[src/rtl/dat_fill_seq.sv]
// DAT background sequencer: fills one task's entries with a constant or incrementing
// pattern, or copies one task to another, using DAT cycles the CPU leaves idle.
module dat_fill_seq #(
  parameter int unsigned TASK_W = 12,
  parameter int unsigned IDX_W  = 3,
  parameter int unsigned DATA_W = 16
) (
  input  logic                    e,
  input  logic                    _reset,
  input  logic                    start,
  input  logic [1:0]              mode,
  input  logic [TASK_W-1:0]       src_task,
  input  logic [TASK_W-1:0]       dst_task,
  input  logic [DATA_W-1:0]       fill_base,
  input  logic                    abort,
  input  logic                    cpu_dat_busy,
  output logic                    seq_grant,
  output logic [TASK_W+IDX_W-1:0] seq_addr,
  output logic [DATA_W-1:0]       seq_wdata,
  output logic                    seq_we,
  input  logic [DATA_W-1:0]       seq_rdata,
  output logic                    busy,
  output logic                    done,
  output logic                    err
);

  typedef enum logic [1:0] {StIdle, StRd, StWr} state_e;

  state_e                    state_q;
  logic [IDX_W-1:0]          idx_q;
  logic [DATA_W-1:0]         hold_q;
  logic [1:0]                mode_q;
  logic [TASK_W-1:0]         src_q;
  logic [TASK_W-1:0]         dst_q;
  logic [DATA_W-1:0]         base_q;
  logic [TASK_W+IDX_W-1:0]   addr_q;
  logic [DATA_W-1:0]         wdata_q;
  logic                      done_q;
  logic                      err_q;

  logic                      active;
  logic [TASK_W+IDX_W-1:0]   cur_addr;
  logic [DATA_W-1:0]         wr_data;

  always_comb begin
    active   = (state_q != StIdle);
    cur_addr = (state_q == StRd) ? {src_q, idx_q} : {dst_q, idx_q};
    case (mode_q)
      2'b00:   wr_data = base_q;
      2'b01:   wr_data = base_q + DATA_W'(idx_q);
      default: wr_data = hold_q;
    endcase
  end

  // CPU always wins the DAT port; abort suppresses the write of its own cycle.
  assign seq_grant = active & ~cpu_dat_busy;
  assign seq_we    = (state_q == StWr) & seq_grant & ~abort;
  assign seq_addr  = active ? cur_addr : addr_q;
  assign seq_wdata = (state_q == StWr) ? wr_data : wdata_q;
  assign busy      = active;
  assign done      = done_q;
  assign err       = err_q;

  always_ff @(posedge e or negedge _reset) begin
    if (!_reset) begin
      state_q <= StIdle;
      idx_q   <= '0;
      hold_q  <= '0;
      mode_q  <= '0;
      src_q   <= '0;
      dst_q   <= '0;
      base_q  <= '0;
      addr_q  <= '0;
      wdata_q <= '0;
      done_q  <= 1'b0;
      err_q   <= 1'b0;
    end else begin
      done_q <= 1'b0;
      err_q  <= 1'b0;
      // Keep the last driven address/data visible once the sequencer goes idle.
      if (active) addr_q <= cur_addr;
      if (state_q == StWr) wdata_q <= wr_data;
      case (state_q)
        StIdle: begin
          if (start) begin
            if (mode == 2'b11) begin
              err_q <= 1'b1;
            end else begin
              mode_q  <= mode;
              src_q   <= src_task;
              dst_q   <= dst_task;
              base_q  <= fill_base;
              idx_q   <= '0;
              state_q <= (mode == 2'b10) ? StRd : StWr;
            end
          end
        end
        StRd: begin
          if (abort) begin
            state_q <= StIdle;
            err_q   <= 1'b1;
          end else if (seq_grant) begin
            hold_q  <= seq_rdata;
            state_q <= StWr;
          end
        end
        StWr: begin
          if (abort) begin
            state_q <= StIdle;
            err_q   <= 1'b1;
          end else if (seq_grant) begin
            if (idx_q == '1) begin
              state_q <= StIdle;
              done_q  <= 1'b1;
            end else begin
              idx_q   <= idx_q + 1'b1;
              state_q <= (mode_q == 2'b10) ? StRd : StWr;
            end
          end
        end
        default: state_q <= StIdle;
      endcase
    end
  end

endmodule

[config.mk]
export PLATFORM = sky130hd
export DESIGN_NAME = dat_fill_seq
export DESIGN_NICKNAME = d
export VERILOG_FILES = /design/src/rtl/dat_fill_seq.sv
export SDC_FILE = /design/constraint.sdc
export NUM_CORES = 1
export LEC_CHECK = 0
export BUFFER_PORTS_ARGS = -buffer_cell sky130_fd_sc_hd__buf_2
export CAP_MARGIN = 20
export CORE_MARGIN = 8
export CORE_UTILIZATION = 50
export CTS_CLUSTER_DIAMETER = 100
export DETAILED_ROUTE_END_ITERATION = 12
export GPL_ROUTABILITY_DRIVEN = 0
export PLACE_DENSITY = 0.72
export SLEW_MARGIN = 15
export SYNTH_ARGS = -nofsm -noshare
export SYNTH_HDL_FRONTEND = slang
export SYNTH_SLANG_ARGS = --single-unit
[constraint.sdc]
create_clock -name e -period 5.02 [get_ports e]
set_clock_uncertainty 0.1 [all_clocks]
set_input_delay 0.753 -clock e [delete_from_list [all_inputs] [get_ports e]]
set_output_delay 0.753 -clock e [all_outputs]
set_load 0.02 [all_outputs]
==> flow_summary.json, run 1 <==
{
  "slew_violations": 0,
  "track_usage": 0.1734,
  "layout.nets": 533,
  "multi_input_area_mm2": 0.001967,
  "grt_pass1_vias": 3508,
  "dieArea_mm2": 0.01227,
  "synth_edf_count": 0,
  "yosysMostFrequentCell": "dfrtp_1",
  "status": "finished clean",
  "min_period_ns": 4.099,
  "synth_common_cells": "96 x dfrtp_1, 61 x mux2_2, 23 x nand2_1, 22 x o21ai_0, 17 x mux2i_1",
  "yosysTopAreaCell": "dfrtp_1",
  "critPathArrivalTime_ns": 3.25,
  "final-hold-violation-count": 0,
  "drt_iter0_drc": 186,
  "viasPerCell": 5.719,
  "clk_latency_ns": 0.37,
  "fmax_ghz": 0.2440,
  "io_buffers": 98,
  "fp.dieH_um": 110.8,
  "crit_path_end_kind": "output port",
  "crit_type": "register to output port",
  "drive_above_1_share": 0.4043,
  "tns_ns": 0,
  "cts_resized": 0,
  "synth_nets": 439,
  "overflow": 0,
  "avgSynthCellArea_um2": 12.27,
  "maxCapViolations": 0,
  "power_mw": 3.370,
  "dp_hpwl_um": 7585,
  "area_growth_pct": 17.16,
  "synth_top_area_frac": 0.5350,
  "crit_required_ns": 4.17,
  "wl_um": 10550,
  "holdWs_ns": 0.3527,
  "wl_per_cell_um": 18.42,
  "num_io_pins": 99,
  "cts_sinks": 96,
  "clockBufferDepth": 2,
  "synthesis.area_mm2": 0.004491,
  "grt_max_degree": 63,
  "rsz0062_at_grt": "false",
  "dieWidth_um": 110.8,
  "synth_cell_types": 53,
  "dpl_cell_area_mm2": 0.005054,
  "cp-start-kind": "register",
  "final_cells": 573,
  "stdcell_area_mm2": 0.005261,
  "cts_tree": "yes",
  "syn_inst": 366,
  "root_buffer": "clkbuf_8",
  "seqCellArea_mm2": 0.002402,
  "dr.pass1.iters": 6,
  "regToRegStartpoint": "state_q[0]$_DFFE_PN0P_",
  "reg2regPathDepth": 6,
  "holdBufCountCts": 0,
  "grt_pass1_wl_um": 17740,
  "ys_async_sr_fraction": 1.000,
  "crit_fanout": 22,
  "num_rows": 34,
  "path_clk_slew_ns": 0.11,
  "vdd_drop_max_mv": 0.3690,
  "cts_buffers": 9,
  "yosysWarningCount": 0,
  "period_share": 0.8165,
  "synthTopCellsByArea": "dfrtp_1 53%, mux2_2 15%, mux2i_1 3.8%",
  "ant_nets": 0,
  "hp-class": "primary input to asynchronous set/reset pin",
  "setup_violations": 0,
  "power_density_mw_per_mm2": 640.4,
  "slew_headroom": 0.3902,
  "vias": 3277,
  "power.leakage_nw": 2.434,
  "core_area_mm2": 0.008721,
  "drc": 0,
  "num_antenna_cells": 0,
  "synth-main-ff-cell": "dfrtp_1",
  "initial_core_util": 0.5149,
  "crit_path_start": "state_q[0]$_DFFE_PN0P_",
  "placed_cells": 556,
  "ys_seq_area_frac": 0.5350,
  "htree_num_levels": 3,
  "cts_setup_buffers": 0,
  "tightest_slew_ns": 0.9147,
  "antenna_found_initial": 0,
  "fillers": 747,
  "ys_ff_latch": 96
}
==> through the flow <==
stage / util / worst slack [ns]
floorplan: - / 2.099
global placement: 0.5795 / 1.486
detailed placement: 0.5795 / 1.313
CTS: 0.6020 / 0.8835
global route: 0.6033 / 0.5839
finish: 0.6033 / 0.9212
==> critical path, stage by stage (launching register included) <==
cell,delay [ns]
dfrtp_1,0.43
inv_1,0.10
ha_1,0.63
inv_1,0.54
nor2_1,0.63
a22oi_1,0.15
o211ai_1,0.17
buf_2,0.21
==> flip-flops by register name, summed over array words and instances (netlist names) <==
signal / count
idx_q: 3
done: 1
hold_q: 16
base_q: 16
mode_q: 2
addr_q: 15
dst_q: 12
state_q: 2
wdata_q: 16
err: 1
src_q: 12
==> final timing paths <==
check / end / slack (ns)
setup / recovery: seq_wdata[6] / 0.92
hold / removal: wdata_q[6]$_DFF_PN0_ / 0.35
setup reg to reg: wdata_q[6]$_DFF_PN0_ / 2.16
hold reg to reg: addr_q[0]$_DFF_PN0_ / 0.40
max in group asynchronous: addr_q[13]$_DFF_PN0_ / 3.53
min in group e: addr_q[0]$_DFF_PN0_ / 0.40
==> cell usage in the layout, fill, tap and decap left out, types with 5 or more instances in the layout <==
master    instances
a21oi_1           6
a22oi_1           5
and3_1            5
buf_2            97
clkbuf_8          9
dfrtp_1          96
ha_1              9
inv_1             9
mux2_2           61
mux2i_1          17
nand2_1          23
nand2b_1          6
nand3_1           6
nand4_1           9
nor2_1            8
o211ai_1          5
o21ai_0          22
==> where the power goes <==
group	internal (mW)	leakage (nW)	switching, mW
sequential	1.12	1.19	0.264
clock	0.197	0.0974	0.307
combinational	0.619	1.15	0.867
==> logic make-up after synthesis <==
group,Yosys count,share of synthesized area
xor gates and xnor gates,3,0.005852
and+or+nand+nor,84,0.1081
AOI/OAI and AO/OA,67,0.1037
DFF,96,0.5350
adders and majority gates,10,0.02954
muxes,78,0.1909
buffers and inverters,28,0.02703
==> final cells by class <==
type	count	share of cell area
clock buffers	9	0.02354
clock inverters	7	0.01379
flip-flops and latches	96	0.4566
repair buffers	102	0.1001
inverters	9	0.006421
well taps	108	0.02568
multi-input cells	242	0.3738
==> layer usage <==
layer | track usage | routed length (um)
met5 | 0 | 0
met4 | 0.03874 | 71
met3 | 0.06656 | 782
met2 | 0.2754 | 5067
met1 | 0.2179 | 4631
Power figures use the tool's default switching activity.
==> run 2, diff against run 1 <==
--- a/config.mk
+++ b/config.mk
@@ -5,6 +5,7 @@
 export SDC_FILE = /design/constraint.sdc
 export NUM_CORES = 1
 export LEC_CHECK = 0
+export ABC_AREA = 1
 export BUFFER_PORTS_ARGS = -buffer_cell sky130_fd_sc_hd__buf_2
 export CAP_MARGIN = 20
 export CORE_MARGIN = 8
==> constraint.sdc (replaced) <==
create_clock -name e -period 4.1 [get_ports e]
set_clock_uncertainty 0.1 [all_clocks]
set_input_delay 0.615 -clock e [delete_from_list [all_inputs] [get_ports e]]
set_output_delay 0.615 -clock e [all_outputs]
set_load 0.02 [all_outputs]
==> run 2 against run 1 <==
Effect of this change:
- first-iteration DRC count is 10% lower
- sequential cell count stayed put
- register-to-register slack worse by 0.54 ns
- combinational power is 58% higher
- wire length is 0.64% higher
- global-route usage is 0.059 points higher
- non-clock buffer count is 2 lower
- core utilization is 1.4 points lower
- highest routed layer unchanged
- die area is 3.7% higher
==> flow_summary.json, run 2 <==
{
  "dieWidth_um": 112.8,
  "vdd_drop_max_mv": 0.4478,
  "top_regs": "base_q (16), hold_q (16), wdata_q (16)",
  "io_buffers": 98,
  "synth_edf_count": 0,
  "drt_iter0_drc": 167,
  "setup_violations": 0,
  "maxCapViolations": 0,
  "core_area_mm2": 0.009153,
  "yosysTopAreaCell": "dfrtp_1",
  "avgSynthCellArea_um2": 9.599,
  "synthesis.area_mm2": 0.004684,
  "crit_path_end_kind": "output port",
  "htree_num_levels": 3,
  "regToRegStartpoint": "state_q[0]$_DFFE_PN0P_",
  "final_common_cell": "nand2_1",
  "finish.utilization": 0.5896,
  "r2r-end": "base_q[6]$_DFFE_PN0P_",
  "cts_tree": "yes",
  "num_rows": 35,
  "crit_required_ns": 3.38,
  "root_buffer": "clkbuf_8",
  "synth_nets": 561,
  "syn_inst": 488,
  "cts_sinks": 96,
  "rsz0062_at_grt": "false",
  "stdcell_area_mm2": 0.005396,
  "yosysWarningCount": 0,
  "clockBufferDepth": 2,
  "power.leakage_nw": 2.887,
  "ys_seq_area_frac": 0.5128,
  "initial_core_util": 0.5118,
  "antenna_found_initial": 0,
  "slew_violations": 0,
  "ant_nets": 0,
  "fmax_ghz": 0.3080,
  "fp.dieH_um": 112.8,
  "synth-main-ff-cell": "dfrtp_1",
  "dr.pass1.iters": 4,
  "track_usage": 0.1740,
  "cp-start-kind": "register",
  "area_growth_pct": 15.20,
  "crit_slowest_cell": "dfrtp_1",
  "critPathArrivalTime_ns": 2.53,
  "ys_ff_latch": 96,
  "reg2reg_slack_ns": 1.62,
  "critical_path.cell_chain": "ha_1 -> inv_1 -> fa_1 -> inv_1 -> nand3_1 -> nand2_1 -> nand2_1 -> o21ai_0 -> nand3_1 -> a21oi_1 -> buf_2",
  "yosysMostFrequentCell": "nand2_1",
  "synthTopCellsByArea": "dfrtp_1 51%, mux2_4 11%, nand2_1 8.4%",
  "path_clk_slew_ns": 0.09,
  "grt_pass1_vias": 3805,
  "hp-class": "primary input to asynchronous set/reset pin",
  "synth_cell_types": 35,
  "viasPerCell": 5.214,
  "period_share": 0.7918,
  "layout_common_cells": "105 x nand2_1, 97 x buf_2, 96 x dfrtp_1, 68 x nor2_1, 46 x a21oi_1",
  "holdBufCountCts": 0,
  "tightest_slew_ns": 0.8741,
  "overflow": 0,
  "tns_ns": 0,
  "cts_setup_buffers": 0,
  "grt_max_degree": 72,
  "crit_type": "register to output port",
  "vias": 3629,
  "status": "finished clean",
  "cts_resized": 0,
  "num_io_pins": 99,
  "drive_above_1_share": 0.2872,
  "crit_fanout": 5,
  "cts_buffers": 9,
  "dp_hpwl_um": 7809,
  "reg2regPathDepth": 7,
  "grt_pass1_wl_um": 18080,
  "dieArea_mm2": 0.01272,
  "clk_latency_ns": 0.37,
  "synth_top_area_frac": 0.5128,
  "drc": 0,
  "power_density_mw_per_mm2": 855.0,
  "min_period_ns": 3.247,
  "worst_slack_ns": 0.8535,
  "final-hold-violation-count": 0,
  "num_antenna_cells": 0,
  "wl_um": 10620,
  "layout.nets": 653,
  "synth_common_cells": "105 x nand2_1, 96 x dfrtp_1, 68 x nor2_1, 46 x a21oi_1, 34 x mux2_4",
  "max_stage_delay_ns": 0.42,
  "ys_async_sr_fraction": 1.000,
  "pre_cts_ws_ns": 1.238,
  "slew_headroom": 0.4173,
  "dpl_cell_area_mm2": 0.005214,
  "wl_per_cell_um": 15.26
}
[run 2: through the flow]
stage	hold WS (ns)	total power, mW	instances
2_1_floorplan	0.2194	3.383	488
3_3_place_gp	0.3592	4.004	680
3_5_place_dp	0.3617	4.064	680
4_1_cts	0.2941	4.666	696
5_1_grt	0.3338	4.984	696
6_report	0.2464	4.614	696
[run 2: how the worst max path moves through the flow]
stage | start | to | slack (ns) | cells past startpoint
2_1_floorplan | idx_q[0]$_DFFE_PN0P_ | seq_wdata[8] | 1.49 | 10
3_3_place_gp | idx_q[0]$_DFFE_PN0P_ | seq_wdata[8] | 1.33 | 11
3_5_place_dp | idx_q[0]$_DFFE_PN0P_ | seq_wdata[8] | 1.24 | 11
4_1_cts | idx_q[0]$_DFFE_PN0P_ | seq_wdata[8] | 0.83 | 11
5_1_grt | idx_q[0]$_DFFE_PN0P_ | seq_wdata[8] | 0.57 | 11
6_report | idx_q[0]$_DFFE_PN0P_ | seq_wdata[8] | 0.85 | 11
[run 2: area by class of cell]
class / count / area, um^2
repair buffers: 100 / 508.0
inverters: 35 / 131.4
clock inverters: 7 / 58.81
flip-flops and latches: 96 / 2402
clock buffers: 9 / 123.9
multi-input cells: 338 / 2033
fillers: 844 / 3756
well taps: 111 / 138.9
[run 2: cells by family (layout without fill, tap and decap cells)]
family,count (synthesis),count (layout),share of synthesized area
and+or+nand+nor,213,213,0.1902
DFF,96,96,0.5128
buffers and inverters,54,151,0.05315
xor gates and xnor gates,1,1,0.001870
muxes,45,45,0.1354
adders and majority gates,10,10,0.02831
AOI/OAI and AO/OA,69,69,0.07826
[run 2: report_power, final]
group	total, mW	leakage, nW	switching (mW)	internal (mW)
registers	1.68	1.16	0.280	1.40
clock network	0.589	0.0929	0.356	0.232
logic	2.35	1.64	1.44	0.905
[run 2: critical path: cells and delay by family (launching register included)]
kind            cells  cell delay [ns]
fa+ha+maj           2             0.63
buf+inv             3             0.36
simple gates        4             0.41
compound gates      2             0.36
flops               1             0.42
[run 2: routing by layer]
| layer | GRT usage | vias to the layer above | routed length [um] |
|---|---|---|---|
| met5 | 0 | - | 0 |
| met4 | 0.05755 | 0 | 197 |
| met3 | 0.06230 | 17 | 801 |
| met2 | 0.2885 | 93 | 5008 |
| met1 | 0.2055 | 1729 | 4613 |
| li1 | - | 1790 | - |
